<file path="src/rtl/register_bank_if.sv">
// Write-back, operand-read and issue signals of the register bank.
// master = write-back/decode side, slave = register bank.
interface register_bank_if #(
    parameter int DATA_W = 16,
    parameter int ADDR_W = 5
);
    logic [DATA_W-1:0] WB_DATA_IN;
    logic [ADDR_W-1:0] WB_ADDR_IN;
    logic              WB_COND_IN;
    logic [ADDR_W-1:0] RD_ADDR_A;
    logic [ADDR_W-1:0] RD_ADDR_B;
    logic [DATA_W-1:0] DATA_A;
    logic [DATA_W-1:0] DATA_B;
    logic              ISSUE_EN;
    logic [ADDR_W-1:0] ISSUE_ADDR;
    logic              BUSY_A;
    logic              BUSY_B;
    logic              STALL;
    logic              IDLE_OUT;

    modport master (
        output WB_DATA_IN, WB_ADDR_IN, WB_COND_IN,
        output RD_ADDR_A, RD_ADDR_B, ISSUE_EN, ISSUE_ADDR,
        input  DATA_A, DATA_B, BUSY_A, BUSY_B, STALL, IDLE_OUT
    );

    modport slave (
        input  WB_DATA_IN, WB_ADDR_IN, WB_COND_IN,
        input  RD_ADDR_A, RD_ADDR_B, ISSUE_EN, ISSUE_ADDR,
        output DATA_A, DATA_B, BUSY_A, BUSY_B, STALL, IDLE_OUT
    );
endinterface

</file>
<file path="src/rtl/register_bank.sv">
// 32 x 16 register file with write-through bypass and a
// pending-write scoreboard for RAW/WAW hazard detection.
module register_bank #(
    parameter int DATA_W = 16,
    parameter int ADDR_W = 5,
    parameter int NREGS  = 32
) (
    input logic           CLOCK,
    input logic           RST,
    register_bank_if.slave bus
);
    logic [DATA_W-1:0] regs [NREGS];
    logic [NREGS-1:0]  busy;
    logic [NREGS-1:0]  busy_next;
    logic              wr;
    logic              waw;
    logic              issue_ok;
    logic              hit_a;
    logic              hit_b;

    assign wr    = bus.WB_COND_IN && (bus.WB_ADDR_IN != '0);
    assign hit_a = bus.WB_COND_IN && (bus.WB_ADDR_IN == bus.RD_ADDR_A);
    assign hit_b = bus.WB_COND_IN && (bus.WB_ADDR_IN == bus.RD_ADDR_B);

    // a write landing this cycle releases the destination, so no WAW
    assign waw = bus.ISSUE_EN
              && (bus.ISSUE_ADDR != '0)
              && busy[bus.ISSUE_ADDR]
              && !(wr && (bus.WB_ADDR_IN == bus.ISSUE_ADDR));

    assign issue_ok = bus.ISSUE_EN
                   && (bus.ISSUE_ADDR != '0)
                   && !waw;

    // clear on write first, then set on issue so the new producer wins
    always_comb begin
        busy_next = busy;
        if (wr) begin
            busy_next[bus.WB_ADDR_IN] = 1'b0;
        end
        if (issue_ok) begin
            busy_next[bus.ISSUE_ADDR] = 1'b1;
        end
    end

    // scoreboard state
    always_ff @(posedge CLOCK or negedge RST) begin
        if (!RST) begin
            busy <= '0;
        end else begin
            busy <= busy_next;
        end
    end

    // register storage; entry 0 is never written and stays zero
    always_ff @(posedge CLOCK or negedge RST) begin
        if (!RST) begin
            for (int i = 0; i < NREGS; i++) begin
                regs[i] <= '0;
            end
        end else if (wr) begin
            regs[bus.WB_ADDR_IN] <= bus.WB_DATA_IN;
        end
    end

    // read port A with bypass of the write in flight
    always_comb begin
        bus.DATA_A = '0;
        if (RST && (bus.RD_ADDR_A != '0)) begin
            bus.DATA_A = hit_a ? bus.WB_DATA_IN
                               : regs[bus.RD_ADDR_A];
        end
    end

    // read port B with bypass of the write in flight
    always_comb begin
        bus.DATA_B = '0;
        if (RST && (bus.RD_ADDR_B != '0)) begin
            bus.DATA_B = hit_b ? bus.WB_DATA_IN
                               : regs[bus.RD_ADDR_B];
        end
    end

    assign bus.BUSY_A   = RST && busy[bus.RD_ADDR_A] && !hit_a;
    assign bus.BUSY_B   = RST && busy[bus.RD_ADDR_B] && !hit_b;
    assign bus.STALL    = RST && waw;
    assign bus.IDLE_OUT = !RST || (busy == '0);
endmodule

</file>
<file path="src/flat_wrapper.sv">
// flat-port wrapper written by rule: the top's interface ports become plain ports
module register_bank_flat 
#(
    parameter int DATA_W = 16,
    parameter int ADDR_W = 5,
    parameter int NREGS  = 32
)
  (CLOCK, RST, bus_WB_DATA_IN, bus_WB_ADDR_IN, bus_WB_COND_IN, bus_RD_ADDR_A, bus_RD_ADDR_B, bus_ISSUE_EN, bus_ISSUE_ADDR, bus_DATA_A, bus_DATA_B, bus_BUSY_A, bus_BUSY_B, bus_STALL, bus_IDLE_OUT);
  register_bank_if #(.DATA_W(DATA_W), .ADDR_W(ADDR_W)) bus_i ();
  input logic CLOCK;
  input logic RST;
  input wire logic [$bits(bus_i.WB_DATA_IN)-1:0] bus_WB_DATA_IN;
  input wire logic [$bits(bus_i.WB_ADDR_IN)-1:0] bus_WB_ADDR_IN;
  input wire logic [$bits(bus_i.WB_COND_IN)-1:0] bus_WB_COND_IN;
  input wire logic [$bits(bus_i.RD_ADDR_A)-1:0] bus_RD_ADDR_A;
  input wire logic [$bits(bus_i.RD_ADDR_B)-1:0] bus_RD_ADDR_B;
  input wire logic [$bits(bus_i.ISSUE_EN)-1:0] bus_ISSUE_EN;
  input wire logic [$bits(bus_i.ISSUE_ADDR)-1:0] bus_ISSUE_ADDR;
  output wire logic [$bits(bus_i.DATA_A)-1:0] bus_DATA_A;
  output wire logic [$bits(bus_i.DATA_B)-1:0] bus_DATA_B;
  output wire logic [$bits(bus_i.BUSY_A)-1:0] bus_BUSY_A;
  output wire logic [$bits(bus_i.BUSY_B)-1:0] bus_BUSY_B;
  output wire logic [$bits(bus_i.STALL)-1:0] bus_STALL;
  output wire logic [$bits(bus_i.IDLE_OUT)-1:0] bus_IDLE_OUT;
  assign bus_i.WB_DATA_IN = bus_WB_DATA_IN;
  assign bus_i.WB_ADDR_IN = bus_WB_ADDR_IN;
  assign bus_i.WB_COND_IN = bus_WB_COND_IN;
  assign bus_i.RD_ADDR_A = bus_RD_ADDR_A;
  assign bus_i.RD_ADDR_B = bus_RD_ADDR_B;
  assign bus_i.ISSUE_EN = bus_ISSUE_EN;
  assign bus_i.ISSUE_ADDR = bus_ISSUE_ADDR;
  assign bus_DATA_A = bus_i.DATA_A;
  assign bus_DATA_B = bus_i.DATA_B;
  assign bus_BUSY_A = bus_i.BUSY_A;
  assign bus_BUSY_B = bus_i.BUSY_B;
  assign bus_STALL = bus_i.STALL;
  assign bus_IDLE_OUT = bus_i.IDLE_OUT;
  register_bank #(.DATA_W(DATA_W), .ADDR_W(ADDR_W), .NREGS(NREGS)) u_core (.CLOCK(CLOCK), .RST(RST), .bus(bus_i));
endmodule
</file>
<file path="config.mk">
export PLATFORM = sky130hd
export DESIGN_NAME = register_bank_flat
export DESIGN_NICKNAME = d
export VERILOG_FILES = /design/src/rtl/register_bank_if.sv /design/src/rtl/register_bank.sv /design/src/flat_wrapper.sv
export SDC_FILE = /design/constraint.sdc
export NUM_CORES = 1
export LEC_CHECK = 0
export BUFFER_PORTS_ARGS = -buffer_cell sky130_fd_sc_hd__buf_2
export CORE_MARGIN = 10
export CORE_UTILIZATION = 40
export DETAILED_ROUTE_END_ITERATION = 7
export PLACE_DENSITY = 0.64
export SYNTH_ARGS = -nofsm -noshare
export SYNTH_HDL_FRONTEND = slang
export SYNTH_SLANG_ARGS = --single-unit
</file>
<file path="constraint.sdc">
create_clock -name CLOCK -period 3.1 [get_ports CLOCK]
set_input_delay 0.62 -clock CLOCK [delete_from_list [all_inputs] [get_ports CLOCK]]
set_output_delay 0.62 -clock CLOCK [all_outputs]
set_load 0.01 [all_outputs]
</file>
* Yosys cells after proc, flatten, opt, wreduce, memory -nomap -nowiden *
Cells that the tools add are included.

cells by class
  $add $sub $neg = 0
  multiply operators = 0
  divide/modulo/power cells = 0
  $lt $le $gt $ge = 10
  eq/ne operators = 3
  shift-type cells = 0
  muxes and demuxes = 25
  bitwise logic cells = 6
  reductions and logical operators = 29

operator list
  cell                                                                count
  bitwise mux 512 bit                                                 1
  binary-select mux 16 bit (select 5 bit)                             2
  2-to-1 mux 16 bit                                                   9
  demux 16 bit (select 5 bit)                                         1
  2-to-1 mux 32 bit                                                   2
  bitwise AND 32 bit                                                  1
  zero test 32 bit                                                    1
  inverter 32 bit                                                     1
  OR 32 bit                                                           1
  less-than comparator 5 x 6 -> 1 bit (second input constant)         4
  nonzero test 5 bit                                                  4
  greater-or-equal comparator 6 bit (second input constant)           3
  logical AND 1 bit                                                   18
  inverter 5 -> 6 bit                                                 3
  binary-select mux 1 bit (select 5 bit)                              3
  == test 5 bit                                                       3
  demux 1 bit (select 5 bit)                                          2
  greater-or-equal comparator 5 x 1 -> 1 bit (second input constant)  2
  less-than comparator 6 x 1 -> 1 bit (second input constant)         1
  zero test 1 bit                                                     5
  2-to-1 mux 1 bit                                                    5
  logical OR 1 bit                                                    1

word-level totals
  register bits = 544
  latch bits = 0
  RAM bits = 0
  ROM bits = 0
  bits of input ports = 40
  memories = 0

* Longest topological paths before layout *
Gate-level depths: netlist of the first run.

  word-level depth = 9
  depth in mapped cells = 10
  gate-level depth less buffers = 6

* Least setup slack after synthesis of the first run *
No wires, ideal clock.

  path kind = input port to output port
  start point = in bus_RD_ADDR_B[2]
  end point = out bus_DATA_B[14]
  data arrival time = 2.336 ns
  path slack = 0.144 ns
  stages on the path = 6
  path buffers = 2
  cells stage by stage = clkbuf_1 -> clkbuf_1 -> mux4_2 -> mux4_2 -> a221oi_1 -> a211oi_1

on the way
  word-level cells in the longest chain between the ends = 6

ends and longest elaborated chain
  what                                                  RTL line             RTL
  start: declaration                                    flat_wrapper.sv:16   input wire logic [$bits(bus_i.RD_ADDR_B)-1:0] bus_RD_ADDR_B;
  inverter 5 -> 6 bit (not written as such)             register_bank.sv:80  : regs[bus.RD_ADDR_B];
  binary-select mux 16 bit (select 5 bit)               register_bank.sv:80
  2-to-1 mux 16 bit (not written as such) (2 in a row)  register_bank.sv:80
  2-to-1 mux 16 bit                                     register_bank.sv:79  bus.DATA_B = hit_b ? bus.WB_DATA_IN
  2-to-1 mux 16 bit *                                   register_bank.sv:78  if (RST && (bus.RD_ADDR_B != '0)) begin
  end: declaration                                      flat_wrapper.sv:20   output wire logic [$bits(bus_i.DATA_B)-1:0] bus_DATA_B;

Mark *: on every way between the ends. The rest lies on a longest branch, timed or not. The select of a mux whose other input is x is not followed.

* Final worst setup path of the first run *
  start point = reg u_core.regs[14] (netlist bit)
  end point = out bus_DATA_B[14]

on the way
  word-level cells in the longest chain between the ends = 5

ends and longest elaborated chain
  what                                                  RTL line             RTL
  start: declaration                                    register_bank.sv:12  logic [DATA_W-1:0] regs [NREGS];
  start signal: indexed assignment                      register_bank.sv:62  regs[bus.WB_ADDR_IN] <= bus.WB_DATA_IN;
  binary-select mux 16 bit (select 5 bit)               register_bank.sv:80
  2-to-1 mux 16 bit (not written as such) (2 in a row)  register_bank.sv:80
  2-to-1 mux 16 bit                                     register_bank.sv:79
  2-to-1 mux 16 bit                                     register_bank.sv:78

Every way passes these cells. The select of a mux whose other input is x is not followed.

==> impl_table.tex, run 1 <==
\begin{tabular}{lr}
\hline
Metric & Value \\
\hline
\multicolumn{2}{l}{\textbf{Logic synthesis}} \\
Fraction of registers with async set or reset after synthesis & 1.00 \\
Syn avg cell area & between 10 and 15 um2 \\
Number of flops mapped to enable cells by yosys & 0 \\
Sequential-to-total area share from yosys stat & 0.451 \\
Post-synthesis instance total & approximately 2300 \\
Count of synthesis-stage warnings from yosys & 0 \\
Main area contributors after synthesis & dfrtp\_1 (45\%), mux2\_2 (16\%), mux4\_2 (11\%) \\
Synthesized-area fraction occupied by adder cells & 0 \\
Post-synth cell types & 50 \\
Net Count, Synth & approximately 2400 \\
Synthesized area & 30200 um2 \\
Dominant cell type by area after synthesis & dfrtp\_1 \\
Portion of synthesized cell area occupied by the leading cell type & 0.451 \\
Dominant combinational cell family by area after synthesis & multiplexers \\
Mux share of post-synthesis cell area & 0.388 \\
Xor/xnor cell area share of the yosys netlist & 0.00435 \\
Most frequent cells after synthesis & dfrtp\_1 (544), mux2\_2 (424), mux2i\_1 (272) \\
Most common cell in the synthesized netlist & dfrtp\_1 \\
Area fraction in compound gates after synthesis & 0.0801 \\
Simple-gate area share of the yosys netlist & 0.0392 \\
Synth Flop Type & dfrtp\_1 \\
Flops \& latches, synth & $\sim$540 \\
\multicolumn{2}{l}{\textbf{STA}} \\
Measured slew at the worst slew-check pin & 1130 ps \\
Final worst path period need & about 3200 ps \\
Setup Skew & about 6.4 ps \\
Total Negative Setup Slacks & -317 ps \\
Max-slew violation total from the final report & 0 \\
Count of endpoints failing hold in the final timing report & 0 \\
Setup repair after global routing missed its margin & yes \\
Peak Freq & approximately 310 MHz \\
Final period utilization & 1.04 \\
Setup slack of the critical path after layout & -128 ps \\
Setup-violating endpoint count in the final report & 8 \\
Headroom to the max-slew limit & 0.246 \\
\multicolumn{2}{l}{\textbf{Cells and area}} \\
Number of filler instances in the final layout & around 6300 \\
Storage cell area & around 14000 um2 \\
Area growth, synth to finish & 23.3\% \\
Ratio of cells with drive above 1 in the final layout & 0.481 \\
Number of antenna repair diodes & 0 \\
Final Util & 0.499 \\
Post-layout nets & about 2500 \\
Finished Layout Cells & between 3000 and 4000 \\
Area of all placed cells without fillers & roughly 37000 um2 \\
Area taken by multi-input logic gates & about 17000 um2 \\
\multicolumn{2}{l}{\textbf{Flow run}} \\
Max-Cap Viols & 0 \\
\multicolumn{2}{l}{\textbf{Setup path}} \\
CP endpoint & bus\_DATA\_B[14] \\
Arrival time reported for the critical path endpoint & roughly 2600 ps \\
Required time of the critical path & about 2500 ps \\
Critical Path Source Type & flip-flop \\
Reg2reg setup slack & roughly 930 ps \\
Launching element of the worst setup path & u\_core.regs[14]\$\_DFFE\_PN0P\_ \\
Largest fanout on the critical path & 3 \\
R2r endpoint & u\_core.busy[11]\$\_DFF\_PN0\_ \\
WS Path Type & flip-flop to output port \\
Reg2Reg Launch Point & u\_core.busy[2]\$\_DFF\_PN0\_ \\
Setup crit end kind & output port \\
R2R cell count & 9 \\
\multicolumn{2}{l}{\textbf{Outcome}} \\
Result of the run & finished with violations \\
Violated checks & setup timing \\
\multicolumn{2}{l}{\textbf{Die}} \\
Initial cell density of the core & 0.405 \\
Number of top-level pins & 76 \\
Die Span Y & $\sim$290 um \\
Row Count & 100 \\
Width of the die & 295 um \\
Placeable core region & around 75000 um2 \\
Die Footprint & about 87000 um2 \\
\multicolumn{2}{l}{\textbf{Pwr}} \\
Leakage Power & $\sim$16 nW \\
Power Density & 584 nW/um2 \\
Max IR drop VDD & between 400 and 500 uV \\
\multicolumn{2}{l}{\textbf{Clock network}} \\
Clock latency at the later pin of the worst-skew pair & around 630 ps \\
Num CTS Buffers & 57 \\
Sink count of the clock tree & 544 \\
CTS tree & done \\
CTS root buffer & clkbuf\_16 \\
Maximum buffer depth of the clock tree & 3 \\
Clock input transition at the sequential cells of the worst setup and hold paths & approximately 60 ps \\
\# H-tree levels & 2 \\
\multicolumn{2}{l}{\textbf{Global route}} \\
Wire length of the first global-routing pass & 155000 um \\
Total Routing Usage GR & 0.237 \\
Initial antenna violation count & 3 \\
Remaining global-route overflow & 0 \\
Number of global-route vias before repair & around 23000 \\
Pin count of the biggest net entering global routing & approximately 140 \\
\multicolumn{2}{l}{\textbf{Detailed routing}} \\
First-pass iteration count of the detailed router & 5 \\
Post-route ant nets & 0 \\
Violation count after the first detailed-route iteration & between 2000 and 2500 \\
Wirelength, routed & about 110000 um \\
Average vias per placed instance & $\sim$6.5 \\
Total via count in the routed design & roughly 23000 \\
Post-detailed-route wirelength per cell & slightly above 30 um \\
Number of design rule violations left after detail routing & 0 \\
\multicolumn{2}{l}{\textbf{Placement}} \\
Estimated wirelength of the detail-placed design & 64800 um \\
Inst Count DP & 3327 \\
Port buffer count & 75 \\
Routability Congestion & roughly 0.90 \\
Cell Area, Placed & $\sim$33000 um2 \\
\multicolumn{2}{l}{\textbf{Min path}} \\
Worst min path class & input port to flip-flop \\
\hline
\end{tabular}
-- final cells by class --
cell class	count	area share
clock buffer	86	0.0458
clock inverter	17	0.00377
inverter	4	0.000471
multi-input combinational	1524	0.444
sequential	544	0.366
tap	969	0.0326
timing repair buffer	357	0.107
-- worst max-delay path, cell delays in order (launching register included) --
cell,delay (ps)
dfrtp_1,400
mux4_2,490
mux4_2,520
a221oi_4,270
a211oi_2,130
buf_2,170
-- through the flow --
| step | hold slack [ps] | setup WS [ps] | power (W) |
|---|---|---|---|
| 2_1_floorplan | 324 | 144 | 0.0126 |
| 3_3_place_gp | 384 | -307 | 0.0140 |
| 3_5_place_dp | 388 | -288 | 0.0143 |
| 4_1_cts | 251 | -142 | 0.0212 |
| 5_1_grt | 279 | -179 | 0.0226 |
| 6_report | 284 | -128 | 0.0217 |
-- worst min-delay path by stage --
stage,end,startpoint,slack (ps),cells past startpoint
2_1_floorplan,u_core.busy[0]$_DFF_PN0_,RST,320,0
3_3_place_gp,u_core.regs[511]$_DFFE_PN0P_,u_core.regs[511]$_DFFE_PN0P_,380,0
3_5_place_dp,u_core.regs[504]$_DFFE_PN0P_,u_core.regs[504]$_DFFE_PN0P_,390,0
4_1_cts,u_core.busy[2]$_DFF_PN0_,bus_ISSUE_ADDR[0],250,2
5_1_grt,u_core.busy[2]$_DFF_PN0_,bus_ISSUE_ADDR[0],280,2
6_report,u_core.busy[2]$_DFF_PN0_,bus_ISSUE_ADDR[0],280,2
-- registers in the layout, indices dropped and copies added, names as in the netlist --
signal and cells:
u_core.busy 32, u_core.regs 512
-- cell families after synthesis --
kind of cell	after synthesis
XOR/XNOR	15
flip-flops	544
buffers and inverters	246
AND/OR/NAND/NOR	250
multiplexers	920
AO/OA/AOI/OAI	339
-- cells in the final DEF, fill, tap and decap left out, types with 21 or more instances in the layout --
| cell type | netlist | final |
|---|---|---|
| nand2_1 | 45 | 42 |
| mux2i_1 | 272 | 261 |
| buf_6 | 6 | 29 |
| dfrtp_1 | 544 | 543 |
| o22ai_1 | 98 | 79 |
| o221ai_2 | 0 | 61 |
| o221ai_1 | 120 | 53 |
| a21oi_1 | 60 | 57 |
| mux2_2 | 424 | 424 |
| clkbuf_16 | 0 | 70 |
| nor2_2 | 8 | 35 |
| buf_4 | 25 | 176 |
| mux2_1 | 74 | 74 |
| buf_12 | 0 | 61 |
| nor2_1 | 106 | 79 |
| mux4_2 | 150 | 150 |
| buf_2 | 57 | 54 |
| o21ai_0 | 21 | 21 |
-- per-layer routing --
metal	up-vias	global-route usage	part of all wire
li1	9288	-	-
met1	12000	0.303	0.39
met5	-	0	0.00031
met4	6	0.119	0.056
met2	1174	0.379	0.47
met3	322	0.0486	0.087
-- report_power, final --
group | switching, W | internal (W)
clock network | 0.00295 | 0.00387
registers | 0.00112 | 0.00847
logic | 0.00240 | 0.00291
-- repair_timing --
| item | in CTS | in global routing |
|---|---|---|
| cloned | 4 | 15 |
| setup buffers | 26 | 31 |
| pin swaps | 26 | 73 |
| gates resized for setup | 58 | 214 |
| hold buffers | 1 | 0 |
| endpoints found under the setup margin | 33 | 35 |
| hold endpoints to repair | 16 | 0 |
No activity file was read; power rests on OpenSTA's default activity.
==> inputs of run 2 (changes only) <==
--- a/config.mk
+++ b/config.mk
@@ -7,9 +7,9 @@
 export LEC_CHECK = 0
 export BUFFER_PORTS_ARGS = -buffer_cell sky130_fd_sc_hd__buf_2
 export CORE_MARGIN = 10
-export CORE_UTILIZATION = 40
+export CORE_UTILIZATION = 42
 export DETAILED_ROUTE_END_ITERATION = 7
-export PLACE_DENSITY = 0.64
+export PLACE_DENSITY = 0.66
 export SYNTH_ARGS = -nofsm -noshare
 export SYNTH_HDL_FRONTEND = slang
 export SYNTH_SLANG_ARGS = --single-unit
==> run 2 against run 1 <==
Effect of this change:
- the run still ends with setup timing left
- critical path depth grew 2
- flip-flop and latch count is the same
- clock-buffer cell count grew 6
- utilization grew 2.9 points
- non-clock buffer count grew 40
- die area shrank 4.4%
- first-iteration DRC count grew 8.4%
- largest cell class unchanged
- highest routed layer unchanged
==> impl_table.tex, run 2 (synthesized netlist as in run 1, its figures left out) <==
\begin{tabular}{lr}
\hline
Metric & Value \\
\hline
\multicolumn{2}{l}{\textbf{Outcome}} \\
Result of the run & finished with violations (unchanged) \\
Violated checks & setup timing (unchanged) \\
\multicolumn{2}{l}{\textbf{Pwr}} \\
Fraction of power consumed by combinational cells & 0.246 (was 0.245) \\
Power after layout & 0.0222 W (was 0.0217 W) \\
Reg power frac & 0.432 (was 0.441) \\
Power Density & 590 nW/um2 (was 584 nW/um2) \\
Max IR drop VDD & 505 uV (was 453 uV) \\
Leakage Power & 16.5 nW (was 16.2 nW) \\
Share of total power consumed by net switching & 0.300 (was 0.298) \\
Clock network fraction of total power & 0.322 (was 0.314) \\
Net switching power of the design & 0.00667 W (was 0.00647 W) \\
P\_int & 0.0155 W (was 0.0152 W) \\
\multicolumn{2}{l}{\textbf{STA}} \\
Setup Skew & 25.4 ps (was 6.38 ps) \\
Peak Freq & 307 MHz (was 310 MHz) \\
Headroom to the max-slew limit & 0.418 (was 0.246) \\
Final worst path period need & 3250 ps (was 3230 ps) \\
Setup repair after global routing missed its margin & yes (unchanged) \\
Measured slew at the worst slew-check pin & 873 ps (was 1130 ps) \\
Final period utilization & 1.05 (was 1.04) \\
Max-slew violation total from the final report & 0 (unchanged) \\
Setup-violating endpoint count in the final report & 18 (was 8) \\
Setup slack of the critical path after layout & -154 ps (was -128 ps) \\
Count of endpoints failing hold in the final timing report & 0 (unchanged) \\
\multicolumn{2}{l}{\textbf{Clock network}} \\
Clock latency at the later pin of the worst-skew pair & 650 ps (was 630 ps) \\
CTS root buffer & clkbuf\_16 (unchanged) \\
Num CTS Buffers & 58 (was 57) \\
Sink count of the clock tree & 544 (unchanged) \\
CTS tree & done (unchanged) \\
Clock input transition at the sequential cells of the worst setup and hold paths & 60 ps (about the same) \\
\# H-tree levels & 2 (unchanged) \\
Maximum buffer depth of the clock tree & 3 (unchanged) \\
\multicolumn{2}{l}{\textbf{Die}} \\
Die Span Y & 288 um (was 295 um) \\
Number of top-level pins & 76 (unchanged) \\
Initial cell density of the core & 0.423 (was 0.405) \\
Width of the die & 288 um (was 295 um) \\
Placeable core region & 71400 um2 (was 74600 um2) \\
Die Footprint & 83000 um2 (was 86900 um2) \\
Row Count & 98 (was 100) \\
\multicolumn{2}{l}{\textbf{Cells and area}} \\
Commonest cells after routing, fill and taps aside & dfrtp\_1 (543), mux2\_2 (424), mux2i\_1 (259), buf\_4 (216), mux4\_2 (150) (was dfrtp\_1 (543), mux2\_2 (424), mux2i\_1 (261), buf\_4 (176), mux4\_2 (150)) \\
Registers with the most flip-flops & u\_core.regs (512), u\_core.busy (32) (unchanged) \\
Number of antenna repair diodes & 0 (unchanged) \\
Area growth, synth to finish & 24.7\% (was 23.3\%) \\
Storage cell area & 13600 um2 (unchanged) \\
Area taken by multi-input logic gates & 16600 um2 (was 16500 um2) \\
Ratio of cells with drive above 1 in the final layout & 0.499 (was 0.481) \\
Post-layout nets & 2569 (was 2528) \\
Number of filler instances in the final layout & 5894 (was 6254) \\
Largest register by flop count & u\_core.regs (unchanged) \\
Number of flip-flops in the largest register & 512 (unchanged) \\
Most common cell after layout, fill and taps aside & dfrtp\_1 (unchanged) \\
Area of all placed cells without fillers & 37700 um2 (was 37200 um2) \\
\multicolumn{2}{l}{\textbf{Flow run}} \\
Max-Cap Viols & 0 (unchanged) \\
\multicolumn{2}{l}{\textbf{Placement}} \\
Cell Area, Placed & 33200 um2 (was 33100 um2) \\
Routability Congestion & 0.962 (was 0.902) \\
Estimated wirelength of the detail-placed design & 68500 um (was 64800 um) \\
Port buffer count & 75 (unchanged) \\
\multicolumn{2}{l}{\textbf{Setup path}} \\
CP max-delay cell & mux4\_2 (unchanged) \\
Required time of the critical path & 2480 ps (about the same) \\
Largest fanout on the critical path & 2 (was 3) \\
CP Cell Sequence & buf\_6 -> mux4\_2 -> mux4\_2 -> nand2\_1 -> and4\_4 -> nor3\_4 -> buf\_2 (was mux4\_2 -> mux4\_2 -> a221oi\_4 -> a211oi\_2 -> buf\_2) \\
Arrival time reported for the critical path endpoint & 2630 ps (was 2610 ps) \\
WS Path Type & flip-flop to output port (unchanged) \\
Critical Path Source Type & flip-flop (unchanged) \\
Dominant cell type by count on the critical path & mux4\_2 (unchanged) \\
Setup crit end kind & output port (unchanged) \\
R2R cell count & 9 (unchanged) \\
Largest stage delay on the critical path & 480 ps (was 520 ps) \\
\multicolumn{2}{l}{\textbf{Detailed routing}} \\
Violation count after the first detailed-route iteration & 2397 (was 2212) \\
Total via count in the routed design & 22900 (was 22700) \\
Post-detailed-route wirelength per cell & 29.8 um (was 30.9 um) \\
Post-route ant nets & 0 (unchanged) \\
Wirelength, routed & 105000 um (was 108000 um) \\
Number of design rule violations left after detail routing & 0 (unchanged) \\
First-pass iteration count of the detailed router & 5 (unchanged) \\
Average vias per placed instance & 6.48 (was 6.50) \\
\multicolumn{2}{l}{\textbf{Global route}} \\
Pin count of the biggest net entering global routing & 150 (was 138) \\
Wire length of the first global-routing pass & 152000 um (was 155000 um) \\
Number of global-route vias before repair & 23200 (was 23100) \\
Remaining global-route overflow & 0 (unchanged) \\
Total Routing Usage GR & 0.243 (was 0.237) \\
Initial antenna violation count & 3 (unchanged) \\
\multicolumn{2}{l}{\textbf{Min path}} \\
Worst min path class & input port to asynchronous set/reset pin (was input port to flip-flop) \\
\hline
\end{tabular}
[run 2: final cells by class]
cell class                      instances  area share
Multi-Input combinational cell       1524       0.442
Sequential cell                       544       0.362
Timing Repair Buffer                  397       0.113
Clock buffer                           92      0.0462
Tap cell                              950      0.0316
Clock inverter                         14     0.00515
Inverter                                4    0.000399
[run 2: critical path, delay by kind of cell, from the launching register on]
family	cells	cell delay [ps]
flip-flops	1	400
multiplexers	2	950
buffers and inverters	2	260
AND/OR/NAND/NOR	3	360
[run 2: layer usage]
layer / vias up / global-route usage / routed length, um / part of all wire
met4: 6 / 0.122 / 5570 / 0.053
li1: 9361 / - / - / -
met3: 317 / 0.0458 / 8220 / 0.078
met1: 12000 / 0.310 / 41300 / 0.39
met5: - / 0 / 37 / 0.00035
met2: 1137 / 0.392 / 49900 / 0.48
[run 2: what timing repair did]
item	CTS	global route
resized for setup	89	211
buffers inserted	35	46
gates cloned	8	8
hold buffers	1	0
setup endpoints to repair	33	35
endpoints found under the hold margin	17	0
pin swaps	46	114
[run 2: worst paths after layout]
path | startpoint | to | slack (ps)
min in group CLOCK | bus_ISSUE_ADDR[0] | u_core.busy[2]$_DFF_PN0_ | 260
setup / recovery | u_core.regs[14]$_DFFE_PN0P_ | bus_DATA_A[14] | -150
setup reg to reg | u_core.busy[3]$_DFF_PN0_ | u_core.busy[3]$_DFF_PN0_ | 790
hold / removal | RST | u_core.regs[57]$_DFFE_PN0P_ | 80
max in group asynchronous | RST | u_core.busy[4]$_DFF_PN0_ | 1780
hold reg to reg | u_core.regs[510]$_DFFE_PN0P_ | u_core.regs[510]$_DFFE_PN0P_ | 400
[run 2: power by group through the flow]
stage               registers [W]  clock network, W  logic (W)
global route              0.00972           0.00751    0.00580
CTS                       0.00950           0.00724    0.00500
finish                    0.00959           0.00715    0.00547
global placement          0.00948                 0    0.00458
floorplan                 0.00927                 0    0.00334
detailed placement        0.00964                 0    0.00470
[run 2: metrics by stage]
step	worst slack, ps	utilization	TNS [ps]	std cells	hold slack (ps)
after CTS	-166	0.506	-605	3481	86.9
after global placement	-383	0.465	-4050	3333	385
after detailed placement	-427	0.465	-4630	3333	388
final	-154	0.528	-855	3525	83.0
after floorplan	144	-	0	2314	324
after global routing	-190	0.528	-1860	3525	119
